$ cat src/rtl/vga_timing_gen.sv
// 640x480@60 Hz VGA raster timing: pixel divider, column/row counters, sync decode,
// sync/blank delay line matching the colour source latency, and registered DAC outputs.
module vga_timing_gen #(
    parameter int unsigned H_VISIBLE  = 640,
    parameter int unsigned H_FRONT    = 16,
    parameter int unsigned H_SYNC     = 96,
    parameter int unsigned H_BACK     = 48,
    parameter int unsigned V_VISIBLE  = 480,
    parameter int unsigned V_FRONT    = 10,
    parameter int unsigned V_SYNC     = 2,
    parameter int unsigned V_BACK     = 33,
    parameter int unsigned CLK_DIV    = 2,
    parameter int unsigned PIPE_DELAY = 2
) (
    input  logic        CLK,
    input  logic        Reset,
    input  logic [2:0]  iRGB,
    output logic [10:0] oCol,
    output logic [9:0]  oRow,
    output logic        oPixelEn,
    output logic        oFrameStart,
    output logic        oHSync,
    output logic        oVSync,
    output logic [2:0]  oRGB
);

    localparam int unsigned H_TOTAL  = H_VISIBLE + H_FRONT + H_SYNC + H_BACK;
    localparam int unsigned V_TOTAL  = V_VISIBLE + V_FRONT + V_SYNC + V_BACK;
    localparam int unsigned HS_START = H_VISIBLE + H_FRONT;
    localparam int unsigned HS_END   = HS_START + H_SYNC;
    localparam int unsigned VS_START = V_VISIBLE + V_FRONT;
    localparam int unsigned VS_END   = VS_START + V_SYNC;
    localparam int unsigned PW       = 3 * PIPE_DELAY;

    logic [3:0]  r_div;
    logic [10:0] r_col;
    logic [9:0]  r_row;
    logic        r_hsync;
    logic        r_vsync;
    logic [2:0]  r_rgb;

    logic        w_pix_en;
    logic        w_hs_n;
    logic        w_vs_n;
    logic        w_vis;
    logic [2:0]  w_decode;
    logic [2:0]  w_tap;

    assign w_pix_en = (r_div == 4'(CLK_DIV - 1));

    // Pixel divider and raster counters
    always_ff @(posedge CLK) begin
        if (Reset) begin
            r_div <= 4'd0;
            r_col <= 11'd0;
            r_row <= 10'd0;
        end else begin
            r_div <= w_pix_en ? 4'd0 : r_div + 4'd1;
            if (w_pix_en) begin
                if (r_col == 11'(H_TOTAL - 1)) begin
                    r_col <= 11'd0;
                    r_row <= (r_row == 10'(V_TOTAL - 1)) ? 10'd0 : r_row + 10'd1;
                end else begin
                    r_col <= r_col + 11'd1;
                end
            end
        end
    end

    assign w_hs_n   = !((r_col >= 11'(HS_START)) && (r_col < 11'(HS_END)));
    assign w_vs_n   = !((r_row >= 10'(VS_START)) && (r_row < 10'(VS_END)));
    assign w_vis    = (r_col < 11'(H_VISIBLE)) && (r_row < 10'(V_VISIBLE));
    assign w_decode = {w_hs_n, w_vs_n, w_vis};

    // Sync/visible delay line, one 3-bit stage per CLK of colour source latency
    if (PIPE_DELAY == 0) begin : g_nopipe
        assign w_tap = w_decode;
    end else begin : g_pipe
        logic [PW-1:0] r_pipe;
        always_ff @(posedge CLK) begin
            if (Reset) begin
                r_pipe <= {PIPE_DELAY{3'b110}};
            end else begin
                r_pipe <= (r_pipe << 3) | PW'(w_decode);
            end
        end
        assign w_tap = r_pipe[PW-1 -: 3];
    end

    always_ff @(posedge CLK) begin
        if (Reset) begin
            r_hsync <= 1'b1;
            r_vsync <= 1'b1;
            r_rgb   <= 3'b000;
        end else begin
            r_hsync <= w_tap[2];
            r_vsync <= w_tap[1];
            r_rgb   <= w_tap[0] ? iRGB : 3'b000;
        end
    end

    assign oCol        = r_col;
    assign oRow        = r_row;
    assign oPixelEn    = w_pix_en;
    assign oFrameStart = (r_div == 4'd0) && (r_col == 11'd0) && (r_row == 10'd0);
    assign oHSync      = r_hsync;
    assign oVSync      = r_vsync;
    assign oRGB        = r_rgb;

endmodule
$ cat config.mk
export PLATFORM = sky130hd
export DESIGN_NAME = vga_timing_gen
export DESIGN_NICKNAME = d
export VERILOG_FILES = /design/src/rtl/vga_timing_gen.sv
export SDC_FILE = /design/constraint.sdc
export NUM_CORES = 1
export LEC_CHECK = 0
export CAP_MARGIN = 20
export CORE_MARGIN = 10
export CORE_UTILIZATION = 46
export DETAILED_ROUTE_END_ITERATION = 10
export HOLD_SLACK_MARGIN = 0.02
export MAX_ROUTING_LAYER = met4
export PLACE_DENSITY = 0.81
export SYNTH_ARGS = -nofsm -noshare
export SYNTH_HDL_FRONTEND = slang
export SYNTH_SLANG_ARGS = --single-unit
$ cat constraint.sdc
create_clock -name CLK -period 2.15 [get_ports CLK]
set_clock_uncertainty 0.05 [all_clocks]
set_input_delay 0.215 -clock CLK [delete_from_list [all_inputs] [get_ports CLK]]
set_output_delay 0.215 -clock CLK [all_outputs]
set_load 0.02 [all_outputs]
; Word-level counts from Yosys, hierarchy flattened
; Cells that the tools add are included.
[word_totals]
output_inout_bits = 28
reg_bits = 36
[op_classes]
eq_ne = 3
reduce_logical = 13
n_mux = 2
n_addsub = 3
bitwise = 2
order_cmp = 6
[ops]
columns = operator, count
row1 = "11-bit by 10-bit < comparator with 1-bit output, second input constant", 2
row2 = "10-bit by 9-bit < comparator with 1-bit output, second input constant", 2
row3 = "11-bit by 1-bit adder with 11-bit output, second input constant", 1
row4 = "11-bit by 10-bit equality test with 1-bit output, second input constant", 1
row5 = "11-bit by 10-bit >= comparator with 1-bit output, second input constant", 1
row6 = 11-bit logical NOT, 1
row7 = 11-bit 2-to-1 mux, 1
row8 = "10-bit by 1-bit adder with 10-bit output, second input constant", 1
row9 = "10-bit equality test, second input constant", 1
row10 = "10-bit by 9-bit >= comparator with 1-bit output, second input constant", 1
row11 = 10-bit logical NOT, 1
row12 = 10-bit 2-to-1 mux, 1
row13 = 6-bit by 3-bit bitwise OR with 6-bit output, 1
row14 = 1-bit logical AND, 5
row15 = "4-bit by 1-bit adder with 4-bit output, second input constant", 1
row16 = "4-bit by 1-bit equality test with 1-bit output, second input constant", 1
row17 = 4-bit logical NOT, 1
row18 = 2-bit OR reduction, 2
row19 = 1-bit logical NOT, 2
row20 = 2-bit AND reduction, 1
row21 = 1-bit inverter, 1

; Longest topological paths before layout
; Gate-level depths: netlist of run 1.
[logic_depth]
depth_word = 4
depth_mapped = 8
depth_no_buf = 7

; Worst setup path before layout of run 1
; OpenSTA, ideal clock, no wires.
[synth_path]
kind = flip-flop to flip-flop
start = reg r_col[8], in the netlist oCol[8]
end = reg r_row[5], in the netlist oRow[5]
setup_time_ps = 86
required_ps = 2014
slack_ps = -61
stages_incl_launch_ff = 5
arrival_time_ps = 2076
cell_sequence = dfxtp_1 > or4b_4 > or4_4 > or3b_4 > a211oi_1
[synth_between]
elab_chain_len = 2
[synth_lines]
columns = element, line_no
row1 = from (decl), 36  ; logic [10:0] r_col;
row2 = from (signal assigned), 64  ; r_col <= r_col + 11'd1;
row3 = 11-bit by 10-bit equality test with 1-bit output, 60  ; if (r_col == 11'(H_TOTAL - 1)) begin
row4 = 2-bit AND reduction (no source line), n/a
row5 = to (signal assigned), 62  ; r_row <= (r_row == 10'(V_TOTAL - 1)) ? 10'd0 : r_row + 10'd1;
row6 = to (decl), 37  ; logic [9:0] r_row;
; No other way between the ends.
; A chain may end at the register's enable or synchronous reset.

; Worst setup path in the final report of run 1
[layout_path]
start = reg r_col[5], in the netlist oCol[5]
end = reg r_row[4], in the netlist oRow[4]
; The elaborated chain is that of the path after synthesis.

==> results of run 1 <==
power by group:
group	total (mW)	leakage [nW]	switching [mW]	internal [mW]
registers	0.693	0.294	0.00869	0.684
logic	0.215	0.567	0.120	0.0943
clock network	0.829	0.0784	0.249	0.580
final cells by class:
class	count	area, sq um
multi-input combinational	140	944.7
fill	262	929.6
sequential	36	725.7
timing repair buffer	66	573.1
clock inverter	3	90.09
clock buffer	5	68.82
tap	46	57.56
inverter	13	52.55
state kept, by name, indices dropped and copies added, names as in the netlist:
name,cells
g_pipe.r_pipe,6
oCol,11
r_div,4
oHSync,1
oVSync,1
oRow,10
oRGB,3
cells by family (layout without fill, tap and decap cells):
logic type / count (synthesis) / count (layout) / share of synthesized area
fa+ha+maj: 8 / 8 / 0.05904
compound gates: 24 / 24 / 0.08634
flops: 36 / 36 / 0.4251
buf+inv: 22 / 87 / 0.05313
xor+xnor: 10 / 10 / 0.05166
mux: 1 / 1 / 0.005904
simple gates: 97 / 97 / 0.3188
worst min-delay path by stage:
stage                        to              from  depth (start not counted)
6_report                 oHSync  g_pipe.r_pipe[5]                          1
5_1_grt        g_pipe.r_pipe[5]  g_pipe.r_pipe[2]                          1
4_1_cts                  oHSync  g_pipe.r_pipe[5]                          1
3_5_place_dp             oHSync  g_pipe.r_pipe[5]                          1
3_3_place_gp             oVSync  g_pipe.r_pipe[4]                          1
2_1_floorplan           oRGB[0]           iRGB[0]                          1
per-layer routing:
layer / routed length [um] / vias to the layer above / global-route usage
met5: 0 / - / -
met4: 103 / 0 / 0.06574
met3: 365 / 12 / 0.04677
met2: 2392 / 80 / 0.2572
met1: 2148 / 817 / 0.1794
li1: - / 819 / -
cell usage in the layout (no fill, tap or decap), drive strengths merged, types with 2 or more instances in the layout:
cell / count
or3b: 2
clkdlybuf4s50: 30
o31ai: 2
nand3: 16
a211oi: 3
o32ai: 2
xnor2: 7
inv: 12
nand4: 6
and3: 3
or3: 3
clkbuf: 7
bufinv: 3
o21ai: 3
buf: 34
or2: 5
a31oi: 2
a21oi: 11
nor2: 16
nor4: 6
or4: 3
nor2b: 2
dfxtp: 36
ha: 8
xor2: 3
and2: 4
or4b: 3
nand2: 15
nor3: 7
nor4b: 2
what timing repair did:
item	in CTS	in global routing
endpoints found under the setup margin	17	17
resized for setup	10	14
setup buffers	2	0
cloned	0	0
pin swaps	7	7
through the flow:
stage	util	total power, mW	instance area (sq um)	instances
after detailed placement	0.6616	0.9169	2277	299
after CTS	0.7223	1.738	2486	309
after global placement	0.6616	0.9115	2277	299
after global routing	0.7299	1.786	2512	309
after floorplan	-	0.8114	1700	198
final	0.7299	1.737	2512	309
==> results.yml, run 1 <==
worst_setup_path:
  critPathCaptureType: "register"
  cp_num_buf_inv: 0
  cp_cell_sequence: "or4b_4, or4_4, or4b_4, a21oi_2"
  crit_path_start_kind: "register"
  path_class: "register to register"
  required_ns: 2.32
  critPathMaxFanout: 6
  rr_worst_depth: 4
  r2r_start: "oCol[5]"
  max_stage_delay_ns: 0.60
  crit_end: "oRow[4]"
  crit_arrival_ns: 2.41
  critical_path_depth: 4
  crit_top_cell: "or4b_4"
  critPathTopFamily: "simple AND/OR/NAND/NOR gates"
  rrSetupSlack_ns: -0.09
  slowest_stage: "or4_4"
  r2r_end: "oRow[4]"
  startpoint: "oCol[5]"
logic_synthesis:
  ys_seq_area_frac: 0.4251
  synth_most_common_cell: "dfxtp_1"
  synth_flop_cell: "dfxtp_1"
  yosysTopAreaCellShare: 0.4251
  synth.cell_area_sq_um: 1695
  synth_fp_nets: 211
  syn_inst: 198
  netlist-cell-type-count: 38
  synth.avg_cell_area_sq_um: 8.563
  synth.area.top_cells: "dfxtp_1 (43%), ha_1 (5.9%), nand3_1 (4.7%)"
  synth_top_area_cell: "dfxtp_1"
  async_flop_share: 0
  synthTopCellsByCount: "dfxtp_1 (36), nand3_1 (16), nor2_1 (16)"
  synth_edf_count: 0
  ys_ff_latch: 36
  yosys_warnings: 0
outcome:
  status: "finished, violations left"
  violations: "negative setup slack"
timing:
  worst_pin_slew_ns: 0.4364
  setup-violations-final: 5
  setup_slack_ns: -0.08855
  hold_violations: 0
  fin_setup_tns_ns: -0.2533
  clock.fmax_ghz: 0.4467
  holdWs_ns: 0.3654
  rsz0062_at_grt: "true"
  min_period_over_period: 1.041
  max_slew_margin: 0.7054
  slew_violations: 0
  fin_crit_ns: 2.239
global_route:
  overflow: 0
  grt_max_degree: 29
  grt_util_all_layers: 0.1591
  antenna_found_initial: 0
  grt_pass1_wl_mm: 8.066
  grt_pass1_vias: 1729
route:
  drc: 0
  first_iter_violations: 131
  viasPerCell: 5.592
  vias: 1728
  wl_per_cell_um: 16.21
  wl_mm: 5.009
  ant_nets: 0
  dr.pass1.iters: 4
power_and_ir_drop:
  leakage_nw: 0.9390
  p_per_area_nw_per_um2: 691.4
  ir_worst_vdd_mv: 0.4383
finish:
  diodes: 0
  syn2layout_area_growth_pct: 48.19
  layout-drive-gt1-share: 0.2662
  num-nets-final: 275
die:
  core_sq_um: 3442
  design.die.area_sq_um: 6514
  start_util: 0.4925
  num_rows: 21
  ios: 33
  dieWidth_um: 80.71
  chipHeight_um: 80.71
clock_network:
  htree_levels: 2
  clkTransAtPathRegs_ns: 0.08
  cts_buffers: 5
  cts-root-buf: "clkbuf_8"
  cts_sinks: 36
  cts-hold-fix-buffers: 0
  clk_latency_ns: 0.29
  clk_path_buf_depth: 2
  cts_tree: "done"
min_path:
  hold_path_class: "register to register"
placed_design:
  dpl.hpwl_mm: 3.308
  place_congestion: 0.8953
  io_buffers: 32
  dp_slack_ns: -0.1830
job:
  drv_cap: 0
Power figures use the tool's default switching activity.
==> run 2, diff against run 1 <==
- ABC_AREA: default -> 0
==> results of run 2 <==
No change in the layout: final DEF, timing and power equal those of run 1.
